**src/rtl/clk_gate_pkg.sv**
```systemverilog
// Shared types and default sizing for the clock-gate controller.
// Each channel runs the same OFF/WAKE/ON/DRAIN state machine.
package clk_gate_pkg;

    localparam int NB_CH_DEF    = 4;
    localparam int IDLE_W_DEF   = 8;
    localparam int WAKE_CYC_DEF = 2;

    // Wide enough for the largest legal WAKE_CYC (15).
    localparam int WAKE_CNT_W = 4;

    typedef enum logic [1:0] {
        ST_OFF   = 2'd0,
        ST_WAKE  = 2'd1,
        ST_ON    = 2'd2,
        ST_DRAIN = 2'd3
    } ch_state_e;

endpackage : clk_gate_pkg

```
**src/rtl/clk_gate_ch.sv**
```systemverilog
// One gated-clock channel: state machine, idle and wake counters, and the
// falling-edge enable flop that feeds an AND-type clock gate.
module clk_gate_ch
    import clk_gate_pkg::*;
#(
    parameter int IDLE_W   = IDLE_W_DEF,
    parameter int WAKE_CYC = WAKE_CYC_DEF
) (
    input  logic              i_clk,
    input  logic              i_rst_n,
    input  logic              i_sw_en,
    input  logic              i_auto_en,
    input  logic              i_wake_req,
    input  logic              i_busy,
    input  logic [IDLE_W-1:0] i_idle_thr,
    input  logic              i_stop_ack,
    output logic              o_en,
    output logic              o_stop_req,
    output logic              o_active
);

    localparam logic [WAKE_CNT_W-1:0] WAKE_LAST = WAKE_CNT_W'(WAKE_CYC - 1);

    ch_state_e               state;
    logic [WAKE_CNT_W-1:0]   wake_cnt;
    logic [IDLE_W-1:0]       idle_cnt;

    logic thr_zero;
    logic auto_active;
    logic idle_hit;
    logic idle_clr;
    logic en_int;

    // A zero threshold switches auto-gating off for every channel.
    assign thr_zero    = (i_idle_thr == '0);
    assign auto_active = i_auto_en && !thr_zero;
    assign idle_hit    = auto_active && (idle_cnt >= i_idle_thr);
    assign idle_clr    = i_busy || i_wake_req || !auto_active;
    assign en_int      = (state != ST_OFF);

    // NOTE: every register below is assigned with <= so all flops update
    // together from pre-edge values, independent of statement order.
    always_ff @(posedge i_clk) begin
        if (!i_rst_n) begin
            state      <= ST_OFF;
            wake_cnt   <= '0;
            idle_cnt   <= '0;
            o_stop_req <= 1'b0;
            o_active   <= 1'b0;
        end else begin
            case (state)
                ST_OFF: begin
                    if (i_sw_en && (!i_auto_en || i_wake_req || thr_zero)) begin
                        state    <= ST_WAKE;
                        wake_cnt <= '0;
                    end
                end

                ST_WAKE: begin
                    if (!i_sw_en) begin
                        state <= ST_OFF;
                    end else if (wake_cnt == WAKE_LAST) begin
                        state    <= ST_ON;
                        idle_cnt <= '0;
                        o_active <= 1'b1;
                    end else begin
                        wake_cnt <= wake_cnt + 1'b1;
                    end
                end

                ST_ON: begin
                    // Software disable and idle timeout share the same target.
                    if (!i_sw_en || idle_hit) begin
                        state      <= ST_DRAIN;
                        o_active   <= 1'b0;
                        o_stop_req <= 1'b1;
                    end
                    if (idle_clr) begin
                        idle_cnt <= '0;
                    end else if (idle_cnt != '1) begin
                        idle_cnt <= idle_cnt + 1'b1;
                    end
                end

                ST_DRAIN: begin
                    // The acknowledge wins over a concurrent abort request.
                    if (i_stop_ack) begin
                        state      <= ST_OFF;
                        o_stop_req <= 1'b0;
                    end else if (i_sw_en && i_wake_req) begin
                        state      <= ST_ON;
                        idle_cnt   <= '0;
                        o_stop_req <= 1'b0;
                        o_active   <= 1'b1;
                    end
                end

                default: begin
                    state      <= ST_OFF;
                    o_stop_req <= 1'b0;
                    o_active   <= 1'b0;
                end
            endcase
        end
    end

    // Updating on the falling edge keeps the gate enable stable while the
    // clock is high, so the AND gate never produces a runt pulse.
    always_ff @(negedge i_clk) begin
        if (!i_rst_n) begin
            o_en <= 1'b0;
        end else begin
            o_en <= en_int;
        end
    end

endmodule : clk_gate_ch

```
**src/rtl/clk_gate_ctrl.sv**
```systemverilog
// Clock-gate controller: NB_CH independent channels sharing one clock,
// one reset and a common idle threshold.
module clk_gate_ctrl
    import clk_gate_pkg::*;
#(
    parameter int NB_CH    = NB_CH_DEF,
    parameter int IDLE_W   = IDLE_W_DEF,
    parameter int WAKE_CYC = WAKE_CYC_DEF
) (
    input  logic              i_clk,
    input  logic              i_rst_n,
    input  logic [NB_CH-1:0]  i_sw_en,
    input  logic [NB_CH-1:0]  i_auto_en,
    input  logic [NB_CH-1:0]  i_wake_req,
    input  logic [NB_CH-1:0]  i_busy,
    input  logic [IDLE_W-1:0] i_idle_thr,
    input  logic [NB_CH-1:0]  i_stop_ack,
    output logic [NB_CH-1:0]  o_en,
    output logic [NB_CH-1:0]  o_stop_req,
    output logic [NB_CH-1:0]  o_active
);

    for (genvar g = 0; g < NB_CH; g++) begin : g_ch
        clk_gate_ch #(
            .IDLE_W   (IDLE_W),
            .WAKE_CYC (WAKE_CYC)
        ) u_ch (
            .i_clk      (i_clk),
            .i_rst_n    (i_rst_n),
            .i_sw_en    (i_sw_en[g]),
            .i_auto_en  (i_auto_en[g]),
            .i_wake_req (i_wake_req[g]),
            .i_busy     (i_busy[g]),
            .i_idle_thr (i_idle_thr),
            .i_stop_ack (i_stop_ack[g]),
            .o_en       (o_en[g]),
            .o_stop_req (o_stop_req[g]),
            .o_active   (o_active[g])
        );
    end

endmodule : clk_gate_ctrl
```
**config.mk**
```make
export PLATFORM = sky130hd
export DESIGN_NAME = clk_gate_ctrl
export DESIGN_NICKNAME = d
export VERILOG_FILES = /design/src/rtl/clk_gate_pkg.sv /design/src/rtl/clk_gate_ch.sv /design/src/rtl/clk_gate_ctrl.sv
export SDC_FILE = /design/constraint.sdc
export NUM_CORES = 1
export LEC_CHECK = 0
export CORE_MARGIN = 2
export CORE_UTILIZATION = 54
export CTS_CLUSTER_DIAMETER = 50
export DETAILED_ROUTE_END_ITERATION = 8
export DONT_BUFFER_PORTS = 1
export PLACE_DENSITY_LB_ADDON = 0.1
export SETUP_SLACK_MARGIN = 0.15
export SLEW_MARGIN = 15
export SYNTH_ARGS = -nofsm -noshare
export SYNTH_HDL_FRONTEND = slang
export SYNTH_SLANG_ARGS = --single-unit
export TNS_END_PERCENT = 5
```
**constraint.sdc**
```tcl
create_clock -name i_clk -period 1.7 [get_ports i_clk]
set_input_delay 0.17 -clock i_clk [delete_from_list [all_inputs] [get_ports i_clk]]
set_output_delay 0.17 -clock i_clk [all_outputs]
set_load 0.1 [all_outputs]
```
==> summary.md <==
| Metric | Value |
|---|---|
| Status | finished with violations |
| Failing checks | negative setup slack |
| CP Buf/Inv Count | 1 |
| TritonCTS clock tree | yes |
| Worst path top cell family by delay | flip-flops |
| R2r startpoint | g_ch[1].u_ch.wake_cnt[1] |
| Post-synthesis mux area share | 0.0156 |
| Final ANT Viol Nets | 0 |
| Antenna cell count | 0 |
| Power density over the cells | 578 nW/µm² |
| Most frequent cells in the layout | buf_4, a21oi_1, nor2_1, dfxtp_1, nand2_1 |
| YS warnings | 0 |
| Max VDD drop | 0.376 mV |
| CTS Sinks | 68 |
| Final GP Congestion | 0.857 |
| LEAKAGE | 2.50 nW |
| Combinational family with the most area after synthesis | simple AND/OR/NAND/NOR gates |
| Area Overhead vs Synth | 32.4% |
| Clock slew at reported path FFs | 0.07 ns |
| Routed WL per cell | 16.2 µm |
| Synthesized area | 4510 µm² |
| Synth Area in Adders | 0.122 |
| Ys flop type | dfxtp_1 |
| Final core occ | 0.733 |
| Root buffer cell | clkbuf_8 |
| Skew final | 0.0422 ns |
| Setup Viol. Count Final | 12 |
| XOR/XNOR share of the synthesized area | 0.00194 |
| Fraction of layout cells with a size suffix above 1 | 0.333 |
| Async SR Flop Fraction | 0 |
| Post-synthesis sequential area ratio | 0.302 |
| GR Util All Layers | 0.282 |
| HP Start | i_rst_n |
| IO Port Bufs | 0 |
| Avg Vias per Cell | 6.03 |
| GR Overflow Total | 0 |
| Row count | 33 |
| Largest buffer count on any clock path | 2 |
| Count of pins over their slew limit | 0 |
| 1st-iter DRT viols | 213 |
| Slowest-stage cell, CP | dfxtp_2 |
| Headroom to the max-slew limit | 0.428 |
| Pwr Total | 3.45 mW |
| Drt first pass iters | 5 |
| Most area-consuming cells after synthesis | dfxtp_1, ha_1, a21oi_1 |
| Startpoint types | flop |
| DRC | 0 |
| Synth top area share | 0.302 |
| Simple-gate share of the synthesized area | 0.248 |
| Die footprint | 9090 µm² |
| Commonest non-fill, non-tap cell in the layout | buf_4 |
| # nets final | 728 |
| Req. time, crit path | 1.53 ns |
| Hold Vio Cnt, Final | 0 |
| Slew of the pin with the lowest slew margin | 0.856 ns |
| TritonCTS Buffers | 9 |
| Post-DP HPWL | 8700 µm |
| Vias in the first global route | 4444 |
| Syn_area_per_cell | 7.93 µm² |
| Kind of end point of the critical path | output pin |
| Synth area leader | dfxtp_1 |
| Drt total wl | 12400 µm |
| Yosys reg bits | 68 |
| Worst EP arrival | 1.74 ns |
| Starting Density | 0.554 |
| Pin count of the biggest net entering global routing | 23 |
| Fin area | 5960 µm² |
| Worst Setup SP | g_ch[1].u_ch.o_en |
| Synth cell types | 58 |
| EDFF count, synth | 0 |
| Syn_nets | 642 |
| First-pass GRT wire length | 20400 µm |
| Post-Syn Instances | 568 |
| MaxCap Viol Count | 0 |
| Worst-path cell chain | buf_12 |
| Slowest stage delay, CP | 0.33 ns |
| Ports | 42 |
| Min-delay worst type | in2reg |
| Unrepaired setup endpoints after global routing | true |
| H-tree Lvls | 3 |
| Horiz. Die Dim | 95.3 µm |
| Antenna violations before repair | 0 |
| Core Footprint | 8130 µm² |
| Setup CP Type | reg2out |
| Post-synthesis compound-gate area fraction | 0.247 |
| Die H | 95.3 µm |
| Placement Cell Area | 5310 µm² |
| Skew-Pair Late Insertion Delay | 0.37 ns |
| Setup WS pre-CTS | -0.238 ns |
| Vias | 4598 |
| Setup ws final | -0.205 ns |
| Crit-path max FO | 1 |
-- layout make-up --
| type | instances | area [µm²] |
|---|---|---|
| inverters | 28 | 105 |
| fillers | 606 | 2170 |
| repair buffers | 103 | 857 |
| flip-flops and latches | 68 | 1390 |
| clock buffers | 11 | 141 |
| multi-input cells | 440 | 3290 |
| well taps | 105 | 131 |
| clock inverters | 8 | 47.5 |
-- logic make-up after synthesis --
group	Yosys count
fa+ha+maj	44
compound gates	171
simple gates	217
mux	7
buf+inv	60
xor+xnor	1
flops	68
-- worst reg2reg max path, cell delays in order (launching register included) --
cell,delay (ns)
dfxtp_1,0.32
inv_1,0.05
ha_1,0.16
nor3b_4,0.21
and3_4,0.24
o22ai_4,0.13
or3_2,0.48
a21oi_1,0.15
-- where the power goes --
part / internal (mW) / leakage, nW / switching, mW
sequential: 1.62 / 0.561 / 0.0255
combinational: 0.234 / 1.82 / 0.309
clock: 0.638 / 0.119 / 0.621
total: 2.49 / 2.50 / 0.955
-- flip-flops by register name, summed over array words and instances (netlist names) --
register,count
g_ch.u_ch.wake_cnt,16
g_ch.u_ch.o_en,4
g_ch.u_ch.o_active,4
g_ch.u_ch.o_stop_req,4
g_ch.u_ch.state,8
g_ch.u_ch.idle_cnt,32
-- routing by layer --
metal | global-route usage | wire [µm] | vias up
met3 | 0.0466 | 650 | 13
li1 | - | - | 2251
met1 | 0.379 | 5670 | 2201
met2 | 0.476 | 5930 | 133
met5 | 0 | 0 | -
met4 | 0.0628 | 120 | 0
-- cells in the mapped netlist (all sizes together) (2+ instances only) --
cell,instances
nor3b,9
or2,2
nand2b,12
a21boi,5
clkbuf,14
nand4,5
a41oi,7
mux2i,7
o221a,5
nor4b,3
and4,3
nand3,18
a21oi,60
nor3,18
inv,29
ha,44
nand2,45
and3,13
dfxtp,68
or3b,2
a221oi,2
o311a,3
or3,8
buf,17
a31oi,10
o21ai,33
o31ai,7
o211ai,10
nor4,2
o2111ai,4
nor2b,7
or4,5
a211o,2
a21o,6
nor2,56
o21a,6
a311oi,2
nand3b,6
-- repair_timing --
item | 4_1_cts | 5_1_grt
endpoints found under the setup margin | 55 | 64
pin swaps | 44 | 27
buffers inserted | 1 | 0
endpoints found under the hold margin | 17 | 0
hold buffers | 1 | 0
gates cloned | 0 | 0
gates resized for setup | 79 | 41
-- worst paths after layout --
| path | end | slack [ns] | cells past startpoint |
|---|---|---|---|
| min reg2reg | g_ch[0].u_ch.o_stop_req | 0.49 | 2 |
| min | g_ch[3].u_ch.o_stop_req | 0.02 | 2 |
| max reg2reg | g_ch[1].u_ch.idle_cnt[3] | -0.11 | 7 |
| max | o_en[1] | -0.21 | 1 |
-- metrics by stage --
stage	setup TNS, ns	std cells	hold WS [ns]
after floorplan	-0.330	568	0.366
after global placement	-2.24	743	0.291
after detailed placement	-3.48	743	0.298
after CTS	-1.09	763	0.0133
after global routing	-2.74	763	0.0124
final	-1.19	763	0.0193
(Power assumes the default switching activity.)
